$ cat config.mk
export PLATFORM = sky130hd
export DESIGN_NAME = rr_grant_ctrl
export DESIGN_NICKNAME = d
export VERILOG_FILES = /design/src/rtl/rr_grant_pkg.sv /design/src/rtl/rr_grant_ctrl_ff1.sv /design/src/rtl/rr_grant_ctrl.sv
export SDC_FILE = /design/constraint.sdc
export NUM_CORES = 1
export LEC_CHECK = 0
export ABC_CLOCK_PERIOD_IN_PS = 2700
export CAP_MARGIN = 10
export CORE_AREA = 2 2 42 44
export CTS_CLUSTER_DIAMETER = 100
export DETAILED_ROUTE_END_ITERATION = 10
export DIE_AREA = 0 0 44 46
export GPL_TIMING_DRIVEN = 0
export PLACE_DENSITY = 0.74
export SETUP_SLACK_MARGIN = 0.3
export SYNTH_ARGS = -nofsm -noshare
export SYNTH_HDL_FRONTEND = slang
export SYNTH_HIERARCHICAL = 1
export SYNTH_SLANG_ARGS = --single-unit
$ cat constraint.sdc
create_clock -name clk_i -period 2.7 [get_ports clk_i]
set_input_delay 0.81 -clock clk_i [delete_from_list [all_inputs] [get_ports clk_i]]
set_output_delay 0.81 -clock clk_i [all_outputs]
set_load 0.02 [all_outputs]
$ cat src/rtl/rr_grant_pkg.sv
// Shared types and constants for the round-robin grant controller.
package rr_grant_pkg;

   typedef enum logic [1:0] {
      IDLE  = 2'd0,
      OFFER = 2'd1,
      BUSY  = 2'd2
   } state_e;

   localparam int unsigned STAT_W = 16;

   // Index width helper that never returns 0, so a single-entry vector still gets a 1-bit index.
   function automatic int unsigned clog2_min1(input int unsigned n);
      return (n <= 1) ? 1 : $clog2(n);
   endfunction

endpackage

$ cat src/rtl/rr_grant_ctrl_ff1.sv
// LSB-first find-first-one: one-hot of the lowest set bit, its binary index, and an any flag.
module rr_ff1_lsb #(
   parameter int unsigned DW = 4,
   parameter int unsigned IW = 2
) (
   input  logic [DW-1:0] in_i,
   output logic [DW-1:0] onehot_o,
   output logic [IW-1:0] idx_o,
   output logic          any_o
);

   logic found;

   // Scan upward; the first set bit seen is the winner.
   always_comb begin
      onehot_o = '0;
      idx_o    = '0;
      found    = 1'b0;
      for (int unsigned i = 0; i < DW; i++) begin
         if (in_i[i] && !found) begin
            found       = 1'b1;
            onehot_o[i] = 1'b1;
            idx_o       = IW'(i);
         end
      end
      any_o = found;
   end

endmodule

$ cat src/rtl/rr_grant_ctrl.sv
// Round-robin grant controller: IDLE -> OFFER (valid/ready) -> BUSY (until done) -> IDLE.
// Optional per-requester saturating grant counters when RR_GRANT_CTRL_STATS_EN is defined.
module rr_grant_ctrl
   import rr_grant_pkg::*;
#(
   parameter int unsigned N     = 4,
   parameter int unsigned IDX_W = clog2_min1(N)
) (
   input  logic             clk_i,
   input  logic             rst_n_i,
   input  logic [N-1:0]     req_i,
   output logic [N-1:0]     gnt_o,
   output logic [IDX_W-1:0] gnt_idx_o,
   output logic             gnt_valid_o,
   input  logic             gnt_ready_i,
   input  logic             done_i,
   output logic             busy_o
`ifdef RR_GRANT_CTRL_STATS_EN
   ,
   output logic [N*STAT_W-1:0] stat_cnt_o
`endif
);

   state_e           state_q, state_d;
   logic [IDX_W-1:0] ptr_q, ptr_d;
   logic [N-1:0]     gnt_q, gnt_d;
   logic [IDX_W-1:0] gnt_idx_q, gnt_idx_d;

   logic [N-1:0]     mask;
   logic [N-1:0]     m_onehot, u_onehot;
   logic [IDX_W-1:0] m_idx, u_idx;
   logic             m_any, u_any;

   // Priority mask: requesters at or above the pointer are eligible first.
   always_comb begin
      mask = '0;
      for (int unsigned i = 0; i < N; i++) begin
         mask[i] = (IDX_W'(i) >= ptr_q);
      end
   end

   rr_ff1_lsb #(.DW(N), .IW(IDX_W)) u_ff1_masked (
      .in_i     (req_i & mask),
      .onehot_o (m_onehot),
      .idx_o    (m_idx),
      .any_o    (m_any)
   );

   rr_ff1_lsb #(.DW(N), .IW(IDX_W)) u_ff1_unmasked (
      .in_i     (req_i),
      .onehot_o (u_onehot),
      .idx_o    (u_idx),
      .any_o    (u_any)
   );

   // Next-state, grant and pointer update.
   always_comb begin
      state_d   = state_q;
      ptr_d     = ptr_q;
      gnt_d     = gnt_q;
      gnt_idx_d = gnt_idx_q;
      case (state_q)
         IDLE: begin
            if (u_any) begin
               gnt_d     = m_any ? m_onehot : u_onehot;
               gnt_idx_d = m_any ? m_idx    : u_idx;
               state_d   = OFFER;
            end
         end
         OFFER: begin
            // Ready takes precedence over a same-cycle withdraw.
            if (gnt_ready_i) begin
               state_d = BUSY;
            end else if (!req_i[gnt_idx_q]) begin
               state_d   = IDLE;
               gnt_d     = '0;
               gnt_idx_d = '0;
            end
         end
         BUSY: begin
            if (done_i) begin
               state_d   = IDLE;
               gnt_d     = '0;
               gnt_idx_d = '0;
               ptr_d     = (gnt_idx_q == IDX_W'(N - 1)) ? '0 : gnt_idx_q + 1'b1;
            end
         end
         default: begin
            state_d   = IDLE;
            gnt_d     = '0;
            gnt_idx_d = '0;
         end
      endcase
   end

   // State, pointer and grant registers.
   always_ff @(posedge clk_i) begin
      if (!rst_n_i) begin
         state_q   <= IDLE;
         ptr_q     <= '0;
         gnt_q     <= '0;
         gnt_idx_q <= '0;
      end else begin
         state_q   <= state_d;
         ptr_q     <= ptr_d;
         gnt_q     <= gnt_d;
         gnt_idx_q <= gnt_idx_d;
      end
   end

   assign gnt_o       = gnt_q;
   assign gnt_idx_o   = gnt_idx_q;
   assign gnt_valid_o = (state_q == OFFER);
   assign busy_o      = (state_q == BUSY);

`ifdef RR_GRANT_CTRL_STATS_EN
   logic [STAT_W-1:0] cnt_q [N];
   logic [STAT_W-1:0] cnt_d [N];

   // Count accepted grants per requester, saturating at all-ones.
   always_comb begin
      for (int unsigned i = 0; i < N; i++) begin
         cnt_d[i] = cnt_q[i];
      end
      if (state_q == OFFER && gnt_ready_i && cnt_q[gnt_idx_q] != '1) begin
         cnt_d[gnt_idx_q] = cnt_q[gnt_idx_q] + 1'b1;
      end
   end

   // Counter registers.
   always_ff @(posedge clk_i) begin
      if (!rst_n_i) begin
         for (int unsigned i = 0; i < N; i++) begin
            cnt_q[i] <= '0;
         end
      end else begin
         for (int unsigned i = 0; i < N; i++) begin
            cnt_q[i] <= cnt_d[i];
         end
      end
   end

   // Flatten counters, requester i in bits [i*STAT_W +: STAT_W].
   always_comb begin
      stat_cnt_o = '0;
      for (int unsigned i = 0; i < N; i++) begin
         stat_cnt_o[i*STAT_W +: STAT_W] = cnt_q[i];
      end
   end
`endif

endmodule

==> results of run 1 <==
-- path summary, 6_finish.rpt --
kind / start / endpoint / slack [ps] / depth (start not counted)
worst max register to register: ptr_q[1] / gnt_o[3] / 1170 / 7
worst min register to register: gnt_o[3] / gnt_o[3] / 460 / 2
worst max-delay path: req_i[2] / gnt_o[3] / 390 / 8
worst min-delay path: gnt_o[3] / gnt_o[3] / 460 / 2
-- state kept, by name, indices dropped and copies added, names as in the netlist --
signal / cells
gnt_idx_o: 2
state_q: 2
ptr_q: 2
gnt_o: 4
-- metal layers --
| layer | vias up | routed length [um] | global-route usage [%] |
|---|---|---|---|
| met4 | 0 | 17 | 9.09 |
| li1 | 336 | - | - |
| met1 | 305 | 673 | 20.7 |
| met3 | 4 | 57 | 1.19 |
| met2 | 14 | 784 | 27.1 |
| met5 | - | 0 | 0 |
-- power by group through the flow --
stage	clock network, mW	registers, mW	logic [mW]
after floorplan	0	0.173	0.0748
after global placement	0	0.168	0.118
after detailed placement	0	0.169	0.120
after CTS	0.104	0.166	0.124
after global routing	0.106	0.167	0.133
final	0.103	0.166	0.123
-- what timing repair did --
action                                 CTS  global route
setup buffers                            1             0
endpoints found under the hold margin    0             0
gates resized for setup                  4             2
setup endpoints to repair                6             6
-- critical path: cells and delay by family --
kind                   cells  cell delay (ps)
AO/OA/AOI/OAI              1              260
AND/OR/NAND/NOR            3              240
buffers and inverters      2              720
multiplexers               2              420
-- cells by family (layout without fill, tap and decap cells) --
kind of cell,Yosys count,after routing
simple gates,46,46
mux,15,15
flops,10,10
compound gates,9,9
buf+inv,7,25
fa+ha+maj,1,1
-- cells in the final DEF (no fill, tap or decap) --
cell type,n
nand2_1,17
clkdlybuf4s50_1,13
dfxtp_1,10
mux2i_1,9
nor2_1,8
mux2_2,6
a21oi_1,4
nor3_1,4
clkbuf_4,3
buf_4,3
a21boi_1,2
nor2b_1,2
inv_1,2
nand2b_4,2
and2_1,2
and2b_2,1
nor2b_2,1
nor3b_4,1
and2b_1,1
clkbuf_1,1
nand2b_1,1
clkbuf_2,1
and2b_4,1
or3b_1,1
nand3b_1,1
nor3b_1,1
o21ba_2,1
o311a_1,1
buf_6,1
or3_1,1
nand3_1,1
a21boi_0,1
ha_1,1
dlymetal6s2s_1,1
-- cell type report --
type | instances | area share, %
multi-input combinational | 71 | 53.1
sequential | 10 | 21.5
timing repair buffer | 15 | 16.1
buffer | 5 | 3.76
clock buffer | 3 | 2.42
tap | 17 | 2.28
inverter | 2 | 0.806
==> results.json, run 1 <==
{
  "worstPathCellList": "clkdlybuf4s50_1 > a21boi_1 > nor2_1 > nand2_1 > clkbuf_2 > mux2_2 > nand2_1 > mux2i_1",
  "drc_errors": 0,
  "vias": 659,
  "synth_compound_area_share_pct": 8.67,
  "max_slew_margin_pct": 72.9,
  "synth_warnings": 6,
  "placed_area_um2": 883,
  "hold_ws_ps": 459,
  "htree_levels": 1,
  "cts_buffers": 3,
  "core-area_mm2": 0.00161,
  "period_needed_ps": 2310,
  "setup_viol": 0,
  "area_growth_pct": 28.9,
  "grt_pass1_vias": 579,
  "grt_max_degree": 11,
  "synth.most_common_cell": "nand2_1",
  "p_leak_nw": 0.392,
  "worst_pin_slew_ps": 407,
  "syn_area_um2": 722,
  "worstPathRequired_ps": 2850,
  "setup_ws_ps": 395,
  "hp-class": "flip-flop to flip-flop",
  "place_ws_ps": -405,
  "hpwl_mm": 1.15,
  "postSynth.asyncResetShare_pct": 0,
  "synthesis.nets": 97,
  "finalHoldViolations": 0,
  "via_per_inst": 5.36,
  "synthCells": 88,
  "cp.arrival_ps": 2460,
  "clkPwrFrac_pct": 26.3,
  "insertion_delay_ps": 270,
  "fmax_ghz": 0.434,
  "fin_skew_ps": 4.20,
  "antenna_found_initial": 0,
  "clock_path_buffers": 2,
  "yosys.cell_types.count": 28,
  "fin_util_pct": 57.7,
  "nFillCells": 152,
  "ys_seq_area_share_pct": 27.7,
  "path_max_fanout": 6,
  "antenna_left": 0,
  "die_h_um": 46,
  "syn_area_per_cell_um2": 8.20,
  "ir_drop_uv": 231,
  "yosys.area.top_type": "dfxtp_1",
  "clkSlewWorstSetupHoldPaths_ps": 60,
  "synth_commonest_cells": "nand2_1 (17), dfxtp_1 (10), mux2i_1 (9)",
  "rsz0062_at_grt": "no",
  "fp.dieW_um": 44,
  "p_comb_share_pct": 31.4,
  "synth_seq_cells": 10,
  "cp_slowest_cell": "clkdlybuf4s50_1",
  "critPathKind": "input port to flip-flop",
  "overflow": 0,
  "crit_path_start_kind": "input port",
  "first_pass_iters": 4,
  "p_sw_share_pct": 29.9,
  "finalPower_uw": 392,
  "synth_fa_ha_area_share_pct": 1.73,
  "cp_common_cell": "nand2_1",
  "synth_top_family_by_area": "simple AND/OR/NAND/NOR gates",
  "final_cell_area_um2": 931,
  "slowest_delay_ps": 550,
  "io_buffers": 14,
  "grt_pass1_wl_mm": 2.39,
  "initial_core_util_pct": 44.7,
  "synth_top_area_share_pct": 27.7,
  "power_density_mw_per_mm2": 422,
  "place_inst": 119,
  "synthMuxAreaShare_pct": 21.8,
  "cts_tree": "built",
  "ys_top_cells_by_area": "dfxtp_1 (28%), mux2i_1 (12%), mux2_2 (9.4%), nand2_1 (8.8%), nor2_1 (4.2%)",
  "p_int_uw": 275,
  "clock_sink_count": 10,
  "fin_nets": 117,
  "seq_area_um2": 200,
  "diodes": 0,
  "wl_mm": 1.53,
  "cts-root-buf": "clkbuf_4",
  "gp_congestion": 0.783,
  "dieArea_mm2": 0.00202,
  "status": "finished clean",
  "end_kind": "flip-flop",
  "rows": 15,
  "synthSimpleGateAreaFrac_pct": 34.3,
  "postCtsHoldBufs": 0,
  "power.switching_uw": 117,
  "p_seq_share_pct": 42.3,
  "synth-xor-area-share_pct": 0,
  "drive_gt1_share_pct": 19.8,
  "ios": 16,
  "wl_per_cell_um": 12.5,
  "drt_iter0_markers": 9,
  "multi_input_area_um2": 494,
  "finalSetupTns_ps": 0,
  "synth-edff-count": 0,
  "track_usage_pct": 16.3,
  "finalCritPeriodShare_pct": 85.4,
  "ys.flop_type": "dfxtp_1",
  "slew_violations": 0,
  "cap_viol_max_count": 0,
  "fin_cells": 123
}
Note: power is estimated with default switching activity, not from simulation.
==> inputs of run 2 (changes only) <==
--- a/config.mk
+++ b/config.mk
@@ -7,14 +7,13 @@
 export LEC_CHECK = 0
 export ABC_CLOCK_PERIOD_IN_PS = 2700
 export CAP_MARGIN = 10
-export CORE_AREA = 2 2 42 44
+export CORE_AREA = 2 2 40 42
 export CTS_CLUSTER_DIAMETER = 100
 export DETAILED_ROUTE_END_ITERATION = 10
-export DIE_AREA = 0 0 44 46
+export DIE_AREA = 0 0 42 44
 export GPL_TIMING_DRIVEN = 0
-export PLACE_DENSITY = 0.74
+export PLACE_DENSITY = 0.71
 export SETUP_SLACK_MARGIN = 0.3
 export SYNTH_ARGS = -nofsm -noshare
 export SYNTH_HDL_FRONTEND = slang
-export SYNTH_HIERARCHICAL = 1
 export SYNTH_SLANG_ARGS = --single-unit
==> run 2 against run 1 <==
Compared with the run above: flip-flop and latch count unchanged; non-clock buffer count down 3; clock power down 5%.
==> results.json, run 2 <==
{
  "p_comb_share_pct": 26.1,
  "fmax_ghz": 0.430,
  "finalPower_uw": 359,
  "synth-edff-count": 0,
  "ys.flop_type": "dfxtp_1",
  "crit_path_start": "state_q[0]",
  "overflow": 0,
  "reg2reg_depth": 5,
  "diodes": 0,
  "ir_drop_uv": 268,
  "fin_cells": 102,
  "slew_violations": 0,
  "drc_errors": 0,
  "rows": 14,
  "grt_pass1_wl_mm": 2.31,
  "worst_pin_slew_ps": 501,
  "drt_iter0_markers": 8,
  "vias": 578,
  "gp_congestion": 0.833,
  "area_growth_pct": 35.1,
  "met1_usage_pct": 21.5,
  "ios": 16,
  "io_buffers": 15,
  "critical_path_depth": 2,
  "core-area_mm2": 0.00142,
  "nFillCells": 145,
  "synth_warnings": 0,
  "hold_ws_ps": 461,
  "finalSetupTns_ps": 0,
  "ys_seq_area_share_pct": 33.6,
  "slowest_delay_ps": 620,
  "max_slew_margin_pct": 66.5,
  "grt_pass1_vias": 546,
  "clkSlewWorstSetupHoldPaths_ps": 60,
  "finalHoldViolations": 0,
  "hpwl_um": 977,
  "clock_sink_count": 10,
  "seq_area_um2": 200,
  "p_leak_nw": 0.309,
  "ys_top_cells_by_area": "dfxtp_1 (34%), o2bb2ai_1 (4.4%), nor2b_1 (4.2%), nand2_1 (3.8%), a32o_1 (3.4%)",
  "power_density_mw_per_mm2": 447,
  "worstPathRequired_ps": 1890,
  "finalCritPeriodShare_pct": 86.2,
  "r2r_end": "gnt_o[2]",
  "power.switching_uw": 102,
  "synth.most_common_cell": "dfxtp_1",
  "wl_mm": 1.28,
  "insertion_delay_ps": 260,
  "first_pass_iters": 2,
  "cts-root-buf": "clkbuf_4",
  "drive_gt1_share_pct": 14.0,
  "clkPwrFrac_pct": 27.3,
  "syn_area_um2": 596,
  "path_buf_inv": 1,
  "cp_slowest_cell": "clkdlybuf4s50_1",
  "synthesis.nets": 76,
  "use_met3_pct": 4.58,
  "cts_buffers": 3,
  "status": "finished clean",
  "clock_path_buffers": 2,
  "r2r-start": "gnt_idx_o[1]",
  "syn_area_per_cell_um2": 8.89,
  "yosys.cell_types.count": 36,
  "hp-class": "flip-flop to flip-flop",
  "critPathKind": "flip-flop to output port",
  "cp_top_family": "buffers and inverters",
  "fp.dieW_um": 42,
  "cp.arrival_ps": 1520,
  "antenna_found_initial": 0,
  "place_inst": 98,
  "antenna_left": 0,
  "largest_register_ffs": 4,
  "fin_nets": 97,
  "r2r_slack_ps": 1170,
  "fin_skew_ps": 1.72,
  "synthCells": 67,
  "p_seq_share_pct": 46.5,
  "postSynth.asyncResetShare_pct": 0,
  "synth_seq_cells": 10,
  "die_h_um": 44,
  "p_sw_share_pct": 28.5,
  "via_per_inst": 5.67,
  "end_kind": "output port",
  "cts_tree": "built",
  "p_int_uw": 257,
  "crit_path_start_kind": "flip-flop",
  "track_usage_pct": 17.2,
  "layout_common_cells": "clkdlybuf4s50_1 (14), dfxtp_1 (10), nand2_1 (6)",
  "grt_max_degree": 11,
  "wl_per_cell_um": 12.5,
  "period_needed_ps": 2330,
  "path_max_fanout": 8,
  "initial_core_util_pct": 42.0,
  "dieArea_mm2": 0.00185,
  "grt.busiest_layer": "met2",
  "cap_viol_max_count": 0,
  "final_common_cell": "clkdlybuf4s50_1",
  "postCtsHoldBufs": 0,
  "worstPathCellList": "and2b_1 > clkdlybuf4s50_1",
  "yosys.area.top_type": "dfxtp_1",
  "htree_levels": 1,
  "setup_viol": 0,
  "synth_commonest_cells": "dfxtp_1 (10), nand2_1 (6), nor2b_1 (4)",
  "synth_top_area_share_pct": 33.6,
  "endpoint": "busy_o",
  "grt.met2_usage_pct": 25.0,
  "rsz0062_at_grt": "no",
  "multi_input_area_um2": 387
}
-- run 2: cell types whose count changed in the layout (fill, tap and decap cells not counted), sizes merged, moves of 2 or more --
cell     previous run  this run
a21oi               4         2
a32o                0         2
a22oi               0         2
nor2                8         3
buf                 4         1
and2b               3         1
o2bb2ai             0         3
mux2                6         1
mux2i               9         1
nand2              17         6
-- run 2: metrics by stage --
step | setup slack [ps] | instance area (um^2) | util [%]
final | 372 | 805 | 56.7
after global routing | 307 | 805 | 56.7
after CTS | 353 | 788 | 55.6
after detailed placement | 70.2 | 766 | 54.0
after global placement | 82.0 | 766 | 54.0
after floorplan | 920 | 596 | -
-- run 2: repair_timing --
action                                  CTS  global route
buffers inserted                          0             1
resized for setup                         0             2
endpoints found under the setup margin    0             7
-- run 2: power groups by stage --
stage               clock network (mW)  registers [mW]  logic, mW
detailed placement                   0           0.171     0.0904
global route                     0.110           0.169      0.103
global placement                     0           0.171     0.0902
CTS                              0.103           0.167     0.0912
finish                          0.0982           0.167     0.0939
floorplan                            0           0.176     0.0445
-- run 2: worst min-delay path by stage --
stage	endpoint	depth (start not counted)	start	slack, ps
6_report	gnt_o[1]	1	gnt_o[1]	460
5_1_grt	gnt_o[3]	1	gnt_o[3]	480
4_1_cts	gnt_o[1]	1	gnt_o[1]	470
3_5_place_dp	gnt_o[1]	1	gnt_o[1]	450
3_3_place_gp	gnt_o[1]	1	gnt_o[1]	450
2_1_floorplan	state_q[0]	1	state_q[1]	470
-- run 2: area by class of cell --
class / count / area share [%]
buffer: 1 / 0.467
clock buffer: 3 / 2.80
inverter: 3 / 1.40
multi-input combinational: 53 / 48.1
sequential: 10 / 24.9
tap: 16 / 2.49
timing repair buffer: 16 / 19.9
-- run 2: cell families after synthesis --
| family | after synthesis | synth area share [%] |
|---|---|---|
| flip-flops | 10 | 33.6 |
| multiplexers | 2 | 3.57 |
| adder cells (fa/ha/maj) | 1 | 2.10 |
| AND/OR/NAND/NOR | 29 | 28.4 |
| buffers and inverters | 4 | 2.52 |
| AO/OA/AOI/OAI | 21 | 29.8 |
-- run 2: metal layers --
layer | vias to the layer above | share of wire, %
met5 | - | 0
met4 | 0 | 3.3
met3 | 5 | 5.5
met2 | 16 | 42
met1 | 257 | 49
li1 | 300 | -
